**config.mk**
```make
export PLATFORM = sky130hd
export DESIGN_NAME = direction_vote_filter
export DESIGN_NICKNAME = d
export VERILOG_FILES = /design/src/rtl/direction_vote_filter.sv
export SDC_FILE = /design/constraint.sdc
export NUM_CORES = 1
export LEC_CHECK = 0
export CAP_MARGIN = 0
export CORE_MARGIN = 5
export CORE_UTILIZATION = 50
export DETAILED_ROUTE_END_ITERATION = 16
export GPL_ROUTABILITY_DRIVEN = 1
export HOLD_SLACK_MARGIN = 0.08
export PLACE_DENSITY = 0.73
export SYNTH_ARGS = -nofsm -noshare
export SYNTH_HDL_FRONTEND = slang
export SYNTH_SLANG_ARGS = --single-unit
export TNS_END_PERCENT = 50
```
**constraint.sdc**
```tcl
create_clock -name clk_in -period 5.5 [get_ports clk_in]
set_clock_uncertainty 0.15 [all_clocks]
set_input_delay 1.1 -clock clk_in [delete_from_list [all_inputs] [get_ports clk_in]]
set_output_delay 1.1 -clock clk_in [all_outputs]
set_load 0.1 [all_outputs]
```
**src/rtl/direction_vote_filter.sv**
```systemverilog
// direction_vote_filter
// Temporal smoother for the localizer's per-frame direction bin. Keeps a
// sliding window of the last DEPTH bins with a per-bin histogram, then picks
// the majority bin with hysteresis so single-frame outliers cannot move the
// reported direction.
//
// Ports:
//   clk_in          system clock
//   rst_n_in        asynchronous active-low reset
//   bin_in          direction bin from the localizer (must be < NUM_BINS)
//   bin_valid_in    one-cycle pulse qualifying bin_in
//   ready_out       high while idle; bin accepted when bin_valid_in && ready_out
//   bin_out         held (filtered) direction bin
//   bin_valid_out   one-cycle pulse per completed decision
//   changed_out     one-cycle pulse with bin_valid_out when bin_out changed
//   confidence_out  histogram count of the held bin after the decision
//   window_full_out window holds DEPTH entries
//   overrun_out     sticky: a bin arrived while busy and was dropped
module direction_vote_filter #(
  parameter int DEPTH    = 8,
  parameter int NUM_BINS = 16,
  parameter int HYST     = 2,
  localparam int CW      = $clog2(DEPTH + 1)
) (
  input  logic          clk_in,
  input  logic          rst_n_in,
  input  logic [3:0]    bin_in,
  input  logic          bin_valid_in,
  output logic          ready_out,
  output logic [3:0]    bin_out,
  output logic          bin_valid_out,
  output logic          changed_out,
  output logic [CW-1:0] confidence_out,
  output logic          window_full_out,
  output logic          overrun_out
);

  localparam int PW = (DEPTH > 1) ? $clog2(DEPTH) : 1;
  localparam int SW = (NUM_BINS > 1) ? $clog2(NUM_BINS) : 1;
  localparam logic [3:0]    LAST_BIN = 4'(NUM_BINS - 1);
  localparam logic [CW-1:0] DEPTH_C  = CW'(DEPTH);
  localparam logic [CW:0]   HYST_C   = (CW + 1)'(HYST);

  typedef enum logic [1:0] {
    ST_IDLE   = 2'd0,
    ST_UPDATE = 2'd1,
    ST_SCAN   = 2'd2,
    ST_DECIDE = 2'd3
  } state_t;

  state_t        state_q, state_d;
  logic [3:0]    new_bin_q, new_bin_d;
  logic [3:0]    win_buf_q [DEPTH];
  logic [3:0]    win_buf_d [DEPTH];
  logic [PW-1:0] wr_ptr_q, wr_ptr_d;
  logic [CW-1:0] fill_q, fill_d;
  logic [CW-1:0] hist_q [NUM_BINS];
  logic [CW-1:0] hist_d [NUM_BINS];
  logic [3:0]    held_q, held_d;
  logic          held_valid_q, held_valid_d;
  logic [SW-1:0] scan_idx_q, scan_idx_d;
  logic [CW-1:0] max_cnt_q, max_cnt_d;
  logic [3:0]    cand_q, cand_d;
  logic          ready_q, ready_d;
  logic [3:0]    bin_out_q, bin_out_d;
  logic          bin_valid_q, bin_valid_d;
  logic          changed_q, changed_d;
  logic [CW-1:0] confidence_q, confidence_d;
  logic          window_full_q, window_full_d;
  logic          overrun_q, overrun_d;

  // Combinational helpers shared by the next-state logic.
  logic [3:0]    evict_bin_s;
  logic          full_s;
  logic [CW-1:0] fin_max_s;
  logic [3:0]    fin_cand_s;
  logic [CW:0]   held_thr_s;

  // Next-state, datapath and output computation for the vote FSM.
  always_comb begin
    state_d       = state_q;
    new_bin_d     = new_bin_q;
    win_buf_d     = win_buf_q;
    wr_ptr_d      = wr_ptr_q;
    fill_d        = fill_q;
    hist_d        = hist_q;
    held_d        = held_q;
    held_valid_d  = held_valid_q;
    scan_idx_d    = scan_idx_q;
    max_cnt_d     = max_cnt_q;
    cand_d        = cand_q;
    bin_out_d     = bin_out_q;
    bin_valid_d   = 1'b0;
    changed_d     = 1'b0;
    confidence_d  = confidence_q;
    overrun_d     = overrun_q;

    evict_bin_s   = win_buf_q[wr_ptr_q];
    full_s        = (fill_q == DEPTH_C);
    fin_max_s     = max_cnt_q;
    fin_cand_s    = cand_q;
    held_thr_s    = {1'b0, hist_q[held_q]} + HYST_C;

    if (bin_valid_in && !ready_q) begin
      overrun_d = 1'b1;
    end else begin
      overrun_d = overrun_q;
    end

    case (state_q)
      ST_IDLE: begin
        if (bin_valid_in && ready_q) begin
          new_bin_d = bin_in;
          state_d   = ST_UPDATE;
        end else begin
          state_d   = ST_IDLE;
        end
      end

      ST_UPDATE: begin
        // Evicting the same bin being inserted is a net no-op, so skip both
        // edits rather than letting the count pass through DEPTH+1.
        if (full_s && (evict_bin_s != new_bin_q)) begin
          hist_d[evict_bin_s] = hist_q[evict_bin_s] - CW'(1);
          hist_d[new_bin_q]   = hist_q[new_bin_q] + CW'(1);
        end else if (!full_s) begin
          hist_d[new_bin_q]   = hist_q[new_bin_q] + CW'(1);
        end else begin
          hist_d = hist_q;
        end
        win_buf_d[wr_ptr_q] = new_bin_q;
        if (wr_ptr_q == PW'(DEPTH - 1)) begin
          wr_ptr_d = '0;
        end else begin
          wr_ptr_d = wr_ptr_q + PW'(1);
        end
        if (!full_s) begin
          fill_d = fill_q + CW'(1);
        end else begin
          fill_d = fill_q;
        end
        scan_idx_d = '0;
        max_cnt_d  = '0;
        cand_d     = 4'd0;
        state_d    = ST_SCAN;
      end

      ST_SCAN: begin
        // Strictly-greater update keeps ties on the lowest index. The last
        // bin is folded in during DECIDE so the decision lands one cycle
        // earlier.
        if (hist_q[scan_idx_q] > max_cnt_q) begin
          max_cnt_d = hist_q[scan_idx_q];
          cand_d    = 4'(scan_idx_q);
        end else begin
          max_cnt_d = max_cnt_q;
        end
        if (scan_idx_q >= SW'(NUM_BINS - 2)) begin
          state_d = ST_DECIDE;
        end else begin
          scan_idx_d = scan_idx_q + SW'(1);
        end
      end

      ST_DECIDE: begin
        if (hist_q[LAST_BIN] > max_cnt_q) begin
          fin_max_s  = hist_q[LAST_BIN];
          fin_cand_s = LAST_BIN;
        end else begin
          fin_max_s  = max_cnt_q;
        end
        if (!held_valid_q ||
            ((fin_cand_s != held_q) && ({1'b0, fin_max_s} >= held_thr_s))) begin
          held_d    = fin_cand_s;
          changed_d = 1'b1;
        end else begin
          held_d    = held_q;
        end
        bin_out_d    = held_d;
        confidence_d = hist_q[held_d];
        bin_valid_d  = 1'b1;
        held_valid_d = 1'b1;
        state_d      = ST_IDLE;
      end

      default: begin
        state_d = ST_IDLE;
      end
    endcase

    ready_d       = (state_d == ST_IDLE);
    window_full_d = (fill_d == DEPTH_C);
  end

  // State and output registers with asynchronous active-low reset.
  always_ff @(posedge clk_in or negedge rst_n_in) begin
    if (!rst_n_in) begin
      state_q       <= ST_IDLE;
      new_bin_q     <= 4'd0;
      wr_ptr_q      <= '0;
      fill_q        <= '0;
      held_q        <= 4'd0;
      held_valid_q  <= 1'b0;
      scan_idx_q    <= '0;
      max_cnt_q     <= '0;
      cand_q        <= 4'd0;
      ready_q       <= 1'b1;
      bin_out_q     <= 4'd0;
      bin_valid_q   <= 1'b0;
      changed_q     <= 1'b0;
      confidence_q  <= '0;
      window_full_q <= 1'b0;
      overrun_q     <= 1'b0;
      for (int i = 0; i < DEPTH; i++) begin
        win_buf_q[i] <= 4'd0;
      end
      for (int i = 0; i < NUM_BINS; i++) begin
        hist_q[i] <= '0;
      end
    end else begin
      state_q       <= state_d;
      new_bin_q     <= new_bin_d;
      wr_ptr_q      <= wr_ptr_d;
      fill_q        <= fill_d;
      held_q        <= held_d;
      held_valid_q  <= held_valid_d;
      scan_idx_q    <= scan_idx_d;
      max_cnt_q     <= max_cnt_d;
      cand_q        <= cand_d;
      ready_q       <= ready_d;
      bin_out_q     <= bin_out_d;
      bin_valid_q   <= bin_valid_d;
      changed_q     <= changed_d;
      confidence_q  <= confidence_d;
      window_full_q <= window_full_d;
      overrun_q     <= overrun_d;
      win_buf_q     <= win_buf_d;
      hist_q        <= hist_d;
    end
  end

  assign ready_out       = ready_q;
  assign bin_out         = bin_out_q;
  assign bin_valid_out   = bin_valid_q;
  assign changed_out     = changed_q;
  assign confidence_out  = confidence_q;
  assign window_full_out = window_full_q;
  assign overrun_out     = overrun_q;

endmodule

```
# After elaboration in Yosys (flattened, before gate mapping)
# Cells that the tools add are included.
[classes]
eq_ne = 11
n_bitwise = 6
add_sub_neg = 6
n_mux = 51
order_cmp = 13
n_reduce_logical = 17
[op_table]
columns = ["operator", "n"]
rows = [
  ["64-bit bitwise mux", 3],
  ["64-bit two-way mux", 2],
  ["4-bit two-way mux", 26],
  ["4-bit binary-select mux with 4-bit select", 5],
  ["32-bit bitwise mux", 1],
  ["4-bit demux with 4-bit select", 2],
  ["5-bit greater-or-equal comparator, second input constant", 5],
  ["4-bit inverter with 5-bit output", 5],
  ["4-bit one-hot mux with 2 select lines", 3],
  ["4-bit by 1-bit adder with 4-bit output, second input constant", 3],
  ["4-bit binary-select mux with 3-bit select", 1],
  ["4-bit demux with 3-bit select", 1],
  ["5-bit by 1-bit < comparator with 1-bit output, second input constant", 2],
  ["4-bit == test, second input constant", 2],
  ["4-bit greater-or-equal comparator, second input constant", 2],
  ["4-bit greater-than comparator", 2],
  ["4-bit inequality test", 2],
  ["2-bit one-hot mux with 4 select lines", 1],
  ["2-bit AND reduction", 4],
  ["1-bit logical AND", 7],
  ["4-bit by 2-bit adder with 5-bit output, second input constant", 1],
  ["4-bit by 5-bit greater-or-equal comparator with 1-bit output", 1],
  ["2-bit == test, second input constant", 2],
  ["2-bit logical NOT", 2],
  ["14 further kinds", 19],
]
[word_totals]
inputBits = 7
output_inout_bits = 13
ff_bits = 135

# Longest topological paths before layout
[logic_depth]
ltp_word = 14
depth_mapped = 21
mapped_depth_nobuf = 18

# Worst setup path after synthesis
# Ideal clock, no wire load.
[synth_timing]
kind = "reg2reg"
startpoint = "register bin_out[0] (netlist name)"
endpoint = "register confidence_q[1], in the netlist confidence_out[1]"
path_slack_ps = 757
n_path_buf = 3
t_arrival_ps = 4463
period_less_slack_ps = 4743
stages_incl_launch_ff = 17
cell_sequence = "dfrtp_1 > buf_4 > mux4_2 > mux4_2 > ha_1 > nand2b_1 > a21o_1 > a21o_1 > a21o_1 > a21bo_1 > buf_6 > mux2i_4 > buf_6 > mux2i_1 > mux2i_1 > o211ai_1 > nand3_1"
[synth_rtl]
columns = ["item", "line_no", "text"]
rows = [
  ["end signal, assigned", "234", "confidence_q <= confidence_d;"],
  ["end, declared", "68", "logic [CW-1:0] confidence_q, confidence_d;"],
]

==> flow_summary.toml <==
[pwr]
p_leak_nw = 4.61
seq_power_share = 0.276
intPower_w = 0.00329
power_w = 0.00640
combPwrFrac = 0.539
vdd_ir_drop_max_uv = 306
p_sw_w = 0.00311
pwr-share-clk = 0.185
power_density_mw_per_mm2 = 597
p_sw_frac = 0.486

[detailed_routing]
drt-initial-drc-count = 1140
via_count = 8011
routed_wl_um = 29300
drt_first_pass_iters = 6
viasPerCell = 6.88
ant_nets = 0
drc = 0
wl_per_cell_um = 25.2

[sta]
finalHoldViolCount = 0
worst_pin_slew_ns = 1.04
post-route-min-period_ns = 4.71
setup_viol = 0
final.setup.tns_ns = 0
slew_headroom = 0.305
slew_viol_final = 0
timing.final.crit_share = 0.856
grt_setup_unrepaired = "false"
fin_ws_ns = 0.790
fmax_mhz = 212

[yosys]
yosys.area.top_type = "dfrtp_1"
postSynth.asyncResetShare = 1.00
synth_seq_cells = 135
synth_commonest_cells = "dfrtp_1 (134), nand2_1 (109), mux2i_1 (74)"
yosysMostFrequentCell = "dfrtp_1"
syn_inst = 888
synth_nets = 921
yosysSeqAreaShare = 0.347
synth_edf_count = 0
synth_flop_cell = "dfrtp_1"
ys_warn_count = 0
synth_top_area_share = 0.345
postSynthAreaPerCell_um2 = 11.0
syn_area_mm2 = 0.00973
netlist_top_cells_area = "dfrtp_1 (34%), mux4_2 (16%), mux2i_1 (7.6%), mux2_2 (5.4%), nand2_1 (4.2%)"
synth_cell_type_count = 58

[grt]
grt_start_max_net_pins = 102
antenna_found_initial = 0
grt_pass1_wl_um = 46300
grt_usage = 0.271
grt_pass1_vias = 8008
overflow = 0

[floorplanning]
die_height_um = 149
start_util = 0.503
die-area_mm2 = 0.0223
design.core.area_mm2 = 0.0193
io_pins = 20
die_w_um = 149
rows = 51

[setup_path]
reg2reg_depth = 15
r2r_end = "confidence_out[3]$_DFFE_PN0P_"
worstReg2RegStart = "bin_out[0]$_DFFE_PN0P_"
crit_type = "register to register"
arrival_ns = 4.91
worstPathRequired_ns = 5.70
path_max_fanout = 19
start_kind = "register"
startpoint = "bin_out[0]$_DFFE_PN0P_"
endpoint = "confidence_out[3]$_DFFE_PN0P_"
r2r_slack_ns = 0.79
cp-end-kind = "register"

[outcome]
run_status = "finished, final reports clean"

[min_path]
hold_class = "register to register"

[cts]
cts_root_buf = "clkbuf_16"
cts-resized-gates = 0
numCtsBuffers = 17
post-cts-setup-buffer-count = 0
cts_tree = "yes"
clock-sinks = 135
htree_levels = 4
hold_buffers = 0
clk_pin_slew_ns = 0.07
insertion_delay_ns = 0.43
cts.path.max_buffers = 2

[layout]
seq_area_mm2 = 0.00338
fill_cells = 1610
n_antenna_cell = 0
postLayoutCoreUtil = 0.554
final_layout_size_suffix_gt1_frac = 0.237
nNetsFinal = 919
multi_input_area_mm2 = 0.00593
syn_to_final_growth_pct = 10.2

[placement]
gp_congestion = 0.989
dp_slack_ns = 0.840
dp_hpwl_um = 19800
port_buffers = 19

[run]
max_cap_viol_count = 0
## metal layers
layer	GRT usage	wire length (µm)	share of wire
met2	0.407	13000	0.45
met4	0.140	1780	0.061
met3	0.0754	3190	0.11
met1	0.361	11300	0.38
met5	0	0	0
## final cells by class
cell class              instances  area share
flip-flops and latches        135       0.315
clock buffers                  17      0.0397
clock inverters                15      0.0181
well taps                     265      0.0309
inverters                      19     0.00665
multi-input cells             668       0.553
repair buffers                 45      0.0361
## sequential cells by signal, indices dropped and copies added (netlist names), 3 cells and up
name            cells
bin_out             4
max_cnt_q           4
scan_idx_q          4
fill_q              4
wr_ptr_q            3
hist_q             64
cand_q              4
confidence_out      4
new_bin_q           4
win_buf_q          32
## worst min path at each step
stage / end / depth (start not counted) / slack, ns / startpoint
floorplan: fill_q[3]$_DFF_PN0_ / 1 / 0.31 / fill_q[3]$_DFF_PN0_
global placement: overrun_out$_DFFE_PN0P_ / 1 / 0.30 / overrun_out$_DFFE_PN0P_
detailed placement: overrun_out$_DFFE_PN0P_ / 1 / 0.30 / overrun_out$_DFFE_PN0P_
CTS: overrun_out$_DFFE_PN0P_ / 1 / 0.32 / overrun_out$_DFFE_PN0P_
global route: overrun_out$_DFFE_PN0P_ / 1 / 0.33 / overrun_out$_DFFE_PN0P_
finish: overrun_out$_DFFE_PN0P_ / 1 / 0.32 / overrun_out$_DFFE_PN0P_
## cell families (layout without fill, tap and decap cells)
kind of cell,count (synthesis),after routing,share of synthesized area
AND/OR/NAND/NOR,236,236,0.112
XOR/XNOR,14,14,0.0126
AO/OA/AOI/OAI,197,197,0.149
multiplexers,195,195,0.298
adder cells (fa/ha/maj),26,26,0.0334
buffers and inverters,85,96,0.0471
flip-flops,135,135,0.347
## critical path: stages (launching register included)
cell       delay (ns)
dfrtp_1          0.67
buf_4            0.26
mux4_2           0.50
a22oi_1          0.19
nand3_1          0.13
ha_1             0.29
inv_1            0.04
ha_1             0.27
a21o_1           0.16
a21o_1           0.20
a21bo_1          0.29
mux2i_4          0.63
a211oi_1         0.12
a2111oi_0        0.47
nor4_1           0.09
a31oi_1          0.18
## power by group through the flow
stage                     registers, W  logic [W]  clock network (W)
after CTS                      0.00174    0.00341            0.00120
after global placement         0.00175    0.00334                  0
after floorplan                0.00165    0.00268                  0
final                          0.00176    0.00345            0.00118
after detailed placement       0.00176    0.00340                  0
after global routing           0.00180    0.00368            0.00124
## layout by cell type (no fill, tap or decap), types with 6 or more instances in the layout
cell type and count:
o22ai_1 17, xnor2_1 10, ha_1 26, nor2_1 31, nand2b_1 14, a22o_1 32, clkbuf_16 17, nor2b_1 13
nor3_1 14, o21ai_2 12, a21bo_2 11, a211oi_1 6, clkdlybuf4s50_1 18, a21bo_1 6, mux2i_1 73, buf_4 26
o21ai_1 6, inv_1 17, nand4_1 9, dfrtp_1 133, clkinv_8 6, a21oi_1 10, mux2_2 47, mux4_2 68
a22oi_1 27, nand3_1 26, o21ai_0 34, o221ai_1 16, nand2_1 109
## stage by stage
step,hold WS [ns],cell area (µm²),instances
final,0.316,10700,1164
after global routing,0.333,10700,1164
after CTS,0.318,10700,1164
after detailed placement,0.296,10100,1132
after global placement,0.299,10100,1132
after floorplan,0.308,9730,888
Note: power is estimated with default switching activity, not from simulation.
